$ cat src/rtl/sram_wr_ctrl.sv
// Streams one load of words into the weight SRAM, then the vector SRAM; write port is registered (1-cycle accept->strobe).
// Backpressure: in_ready is a pure state decode, high only while loading; abort cancels after the same-cycle beat.
module sram_wr_ctrl #(
  parameter int DATA_W  = 32,
  parameter int W_DEPTH = 64,
  parameter int V_DEPTH = 32
) (
  input  logic              clk,
  input  logic              rst_n,
  input  logic              start,
  input  logic              abort,
  input  logic              in_valid,
  input  logic [DATA_W-1:0] in_data,
  output logic              in_ready,
  output logic              sram_wen_w,
  output logic [5:0]        sram_waddr_w,
  output logic [DATA_W-1:0] sram_wdata_w,
  output logic              sram_wen_v,
  output logic [4:0]        sram_waddr_v,
  output logic [DATA_W-1:0] sram_wdata_v,
  output logic              busy,
  output logic              load_done
);

  typedef enum logic [1:0] {IDLE, LOAD_W, LOAD_V, DONE} state_e;

  localparam logic [5:0] W_LAST = 6'(W_DEPTH - 1);
  localparam logic [5:0] V_LAST = 6'(V_DEPTH - 1);

  state_e              state_q, state_d;
  logic [5:0]          cnt_q, cnt_d;
  logic                wen_w_q, wen_w_d;
  logic [5:0]          waddr_w_q, waddr_w_d;
  logic [DATA_W-1:0]   wdata_w_q, wdata_w_d;
  logic                wen_v_q, wen_v_d;
  logic [4:0]          waddr_v_q, waddr_v_d;
  logic [DATA_W-1:0]   wdata_v_q, wdata_v_d;
  logic                done_q, done_d;
  logic                loading;
  logic                accept;

  assign loading = (state_q == LOAD_W) || (state_q == LOAD_V);
  assign accept  = in_valid & loading;

  always_comb begin
    state_d   = state_q;
    cnt_d     = cnt_q;
    wen_w_d   = 1'b0;
    waddr_w_d = waddr_w_q;
    wdata_w_d = wdata_w_q;
    wen_v_d   = 1'b0;
    waddr_v_d = waddr_v_q;
    wdata_v_d = wdata_v_q;
    done_d    = 1'b0;
    case (state_q)
      IDLE: begin
        if (start) begin
          state_d = LOAD_W;
          cnt_d   = 6'd0;
        end
      end
      LOAD_W: begin
        if (accept) begin
          wen_w_d   = 1'b1;
          waddr_w_d = cnt_q;
          wdata_w_d = in_data;
          cnt_d     = cnt_q + 6'd1;
          if (cnt_q == W_LAST) begin
            state_d = LOAD_V;
            cnt_d   = 6'd0;
          end
        end
        if (abort) begin
          state_d = IDLE;
          cnt_d   = 6'd0;
        end
      end
      LOAD_V: begin
        if (accept) begin
          wen_v_d   = 1'b1;
          waddr_v_d = cnt_q[4:0];
          wdata_v_d = in_data;
          cnt_d     = cnt_q + 6'd1;
          if (cnt_q == V_LAST) begin
            state_d = DONE;
            done_d  = 1'b1;
          end
        end
        // abort beats a coincident final beat: the write still lands, but no completion
        if (abort) begin
          state_d = IDLE;
          cnt_d   = 6'd0;
          done_d  = 1'b0;
        end
      end
      DONE: begin
        state_d = IDLE;
      end
      default: begin
        state_d = IDLE;
        cnt_d   = 6'd0;
      end
    endcase
  end

  always_ff @(posedge clk or negedge rst_n) begin
    if (!rst_n) begin
      state_q   <= IDLE;
      cnt_q     <= 6'd0;
      wen_w_q   <= 1'b0;
      waddr_w_q <= 6'd0;
      wdata_w_q <= '0;
      wen_v_q   <= 1'b0;
      waddr_v_q <= 5'd0;
      wdata_v_q <= '0;
      done_q    <= 1'b0;
    end else begin
      state_q   <= state_d;
      cnt_q     <= cnt_d;
      wen_w_q   <= wen_w_d;
      waddr_w_q <= waddr_w_d;
      wdata_w_q <= wdata_w_d;
      wen_v_q   <= wen_v_d;
      waddr_v_q <= waddr_v_d;
      wdata_v_q <= wdata_v_d;
      done_q    <= done_d;
    end
  end

  assign in_ready     = loading;
  assign busy         = loading;
  assign sram_wen_w   = wen_w_q;
  assign sram_waddr_w = waddr_w_q;
  assign sram_wdata_w = wdata_w_q;
  assign sram_wen_v   = wen_v_q;
  assign sram_waddr_v = waddr_v_q;
  assign sram_wdata_v = wdata_v_q;
  assign load_done    = done_q;

endmodule

$ cat config.mk
export PLATFORM = sky130hd
export DESIGN_NAME = sram_wr_ctrl
export DESIGN_NICKNAME = d
export VERILOG_FILES = /design/src/rtl/sram_wr_ctrl.sv
export SDC_FILE = /design/constraint.sdc
export NUM_CORES = 1
export LEC_CHECK = 0
export CORE_MARGIN = 2
export CORE_UTILIZATION = 45
export DETAILED_ROUTE_END_ITERATION = 7
export HOLD_SLACK_MARGIN = 0.03
export MAX_ROUTING_LAYER = met4
export PLACE_DENSITY = 0.79
export SYNTH_ARGS = -nofsm -noshare
export SYNTH_HDL_FRONTEND = slang
export SYNTH_SLANG_ARGS = --single-unit
export TNS_END_PERCENT = 1
$ cat constraint.sdc
create_clock -name clk -period 2.9 [get_ports clk]
set_clock_uncertainty 0.05 [all_clocks]
set_input_delay 0.435 -clock clk [delete_from_list [all_inputs] [get_ports clk]]
set_output_delay 0.435 -clock clk [all_outputs]
set_load 0.005 [all_outputs]
==> flow_summary.yaml <==
placed_design:
  numPortBuffers: 116
  dpl.cell_count: 438
  post-dp-hpwl_um: 4970
  gp_congestion: 0.868
  place_ws_ns: 0.560
critical_path:
  worstPathArrival_ns: 1.85
  setup.worst_path.start: "state_q[1]"
  critPathCaptureType: "primary output"
  start_kind: "flip-flop"
  critical_path_class: "flip-flop to primary output"
  critPathMaxFanout: 7
  required_ns: 2.41
  r2r_start: "state_q[1]"
drt:
  drt_iter0_drc: 49
  route.detailed.wl_per_inst_um: 15.2
  drc: 0
  vias_per_cell: 5.05
  vias: 2291
  drt_wl_total_um: 6920
  dr.pass1.iters: 4
  ant_nets: 0
timing:
  setup_viol: 0
  fmax_mhz: 429
  max_slew_margin_pct: 65.1
  setup_ws_ns: 0.567
  fin_tns_setup_ns: 0
  max_slew.worst_pin.slew_ns: 0.523
  rsz0062_at_grt: "no"
  slew_viol_final: 0
  hold_viol: 0
  layout_min_cycle_time_ns: 2.33
  min_period_over_period_pct: 80.4
floorplan:
  fp.dieW_um: 91.3
  num_rows: 31
  dieArea_mm2: 0.00834
  die_h_um: 91.3
  ioPinCount: 117
  start_util_pct: 46.8
  core_mm2: 0.00733
synthesis:
  synth_seq_cells: 86
  yosysTopAreaCellShare_pct: 62.7
  syn_inst: 230
  ys_seq_area_share_pct: 62.7
  yosys-top-cells-area: "dfrtp_1 63%, mux2_2 24%, ha_1 1.8%"
  synth_edf_count: 0
  syn-num-nets: 272
  async_flop_share_pct: 100
  synth_area_mm2: 0.00343
  syn-mean-instance-area_um2: 14.9
  yosys.area.top_type: "dfrtp_1"
  yosys_warnings: 0
  ys.flop_type: "dfrtp_1"
  synth_cell_types: 34
cts:
  worstSkewPairLatency_ns: 0.34
  clockBufferDepth: 2
  clock-sinks: 86
  cts_setup_buffers: 0
  cts_htree_levels: 3
  path_clk_slew_ns: 0.08
  root_buffer: "clkbuf_8"
  tritoncts: "done"
  numCtsBuffers: 9
cells_and_area:
  drive_above_1_share_pct: 28.2
  num_antenna_cells: 0
  fin_cells: 454
  multi_input_area_mm2: 0.00122
  fill_cells: 547
  register_area_mm2: 0.00215
  fin_nets: 393
  final_common_cell: "clkdlybuf4s50_1"
  area_growth_pct: 43.0
  final_core_util_pct: 67.0
  layout_common_cells: "115 x clkdlybuf4s50_1, 86 x dfrtp_1, 74 x mux2_2"
global_routing:
  gr-usage-all-layers_pct: 18.1
  grt_max_degree: 47
  grt_overflow: 0
  grt_pass1_vias: 2326
  grt_pass1_wl_um: 11600
  antenna_found_initial: 0
worst_hold_path:
  worstHoldStart: "sram_waddr_w[5]"
  hold_path_class: "flip-flop to flip-flop"
pwr:
  static-leakage-power_nw: 2.19
  vdd.ir_drop.worst_uv: 488
  power.density_mw_per_mm2: 975
status:
  status: "completed"
job:
  max_cap_violations: 0
-- state kept, by name (all words and copies together), names as in the netlist --
name and flops:
sram_wdata_v 32, sram_wen_w 1, state_q 2, sram_waddr_v 5
sram_wen_v 1, cnt_q 6, load_done 1, sram_waddr_w 6
sram_wdata_w 32
-- worst max-delay path, cell delays in order (launching register included) --
cell and delay [ns]:
dfrtp_1 0.41, inv_1 0.09, ha_1 0.43, clkdlybuf4s50_1 0.57
-- Yosys cell counts, types with 2 or more instances --
cell type and n:
a21oi_1 4, a22o_1 2, buf_1 6, dfrtp_1 86, ha_1 5, inv_1 6, mux2_2 74, nand2_1 6
nand3_1 5, nand4_1 2, nor2_1 4, nor2b_1 2, nor3_1 3, o21ai_0 4, or4_1 2
-- where the power goes --
group / internal, mW / total [mW] / switching (mW) / leakage (nW)
clock: 0.393 / 0.792 / 0.399 / 0.0931
sequential: 1.68 / 1.91 / 0.234 / 1.08
combinational: 1.39 / 2.09 / 0.700 / 1.01
total: 3.46 / 4.79 / 1.33 / 2.19
-- stage by stage --
stage	hold slack [ns]	power [mW]	cell area, µm²
CTS	0.460	4.84	4910
finish	0.451	4.79	4910
floorplan	0.0894	2.83	3430
global placement	0.395	3.99	4720
detailed placement	0.399	4.04	4720
global route	0.469	5.10	4910
-- kinds of logic (layout without fill, tap and decap cells) --
group,after synthesis,after routing,synth area share [%]
AO/OA/AOI/OAI,20,20,4.48
buffers and inverters,16,141,2.11
flip-flops,86,86,62.7
multiplexers,74,74,24.3
adder cells (fa/ha/maj),5,5,1.82
AND/OR/NAND/NOR,29,29,4.63
-- area by class of cell --
class | count | share of cell area (%)
clock inverters | 4 | 0.994
flip-flops and latches | 86 | 43.8
well taps | 99 | 2.52
repair buffers | 120 | 24.8
clock buffers | 11 | 2.68
multi-input cells | 128 | 24.8
inverters | 6 | 0.459
-- what timing repair did --
action | 4_1_cts | 5_1_grt
hold buffers | 1 | 0
endpoints found under the setup margin | 0 | 0
resized for setup | 0 | 0
hold endpoints to repair | 25 | 0
-- path summary, 6_finish.rpt --
kind                                         end  slack [ns]  cells past startpoint
worst max-delay path                    in_ready        0.57                      3
worst min-delay path             sram_waddr_w[5]        0.45                      2
worst max register to register          cnt_q[4]        0.62                      6
worst min register to register   sram_waddr_w[5]        0.45                      2
max in group asynchronous             sram_wen_w        1.62                      3
min in group asynchronous       sram_wdata_w[12]        0.54                      2
-- metal layers --
metal,GRT usage [%],share of wire (%)
met5,-,0
met4,6.57,1.9
met3,6.22,8.7
met2,25.8,44
met1,24.3,46
Note: power is estimated with default switching activity, not from simulation.
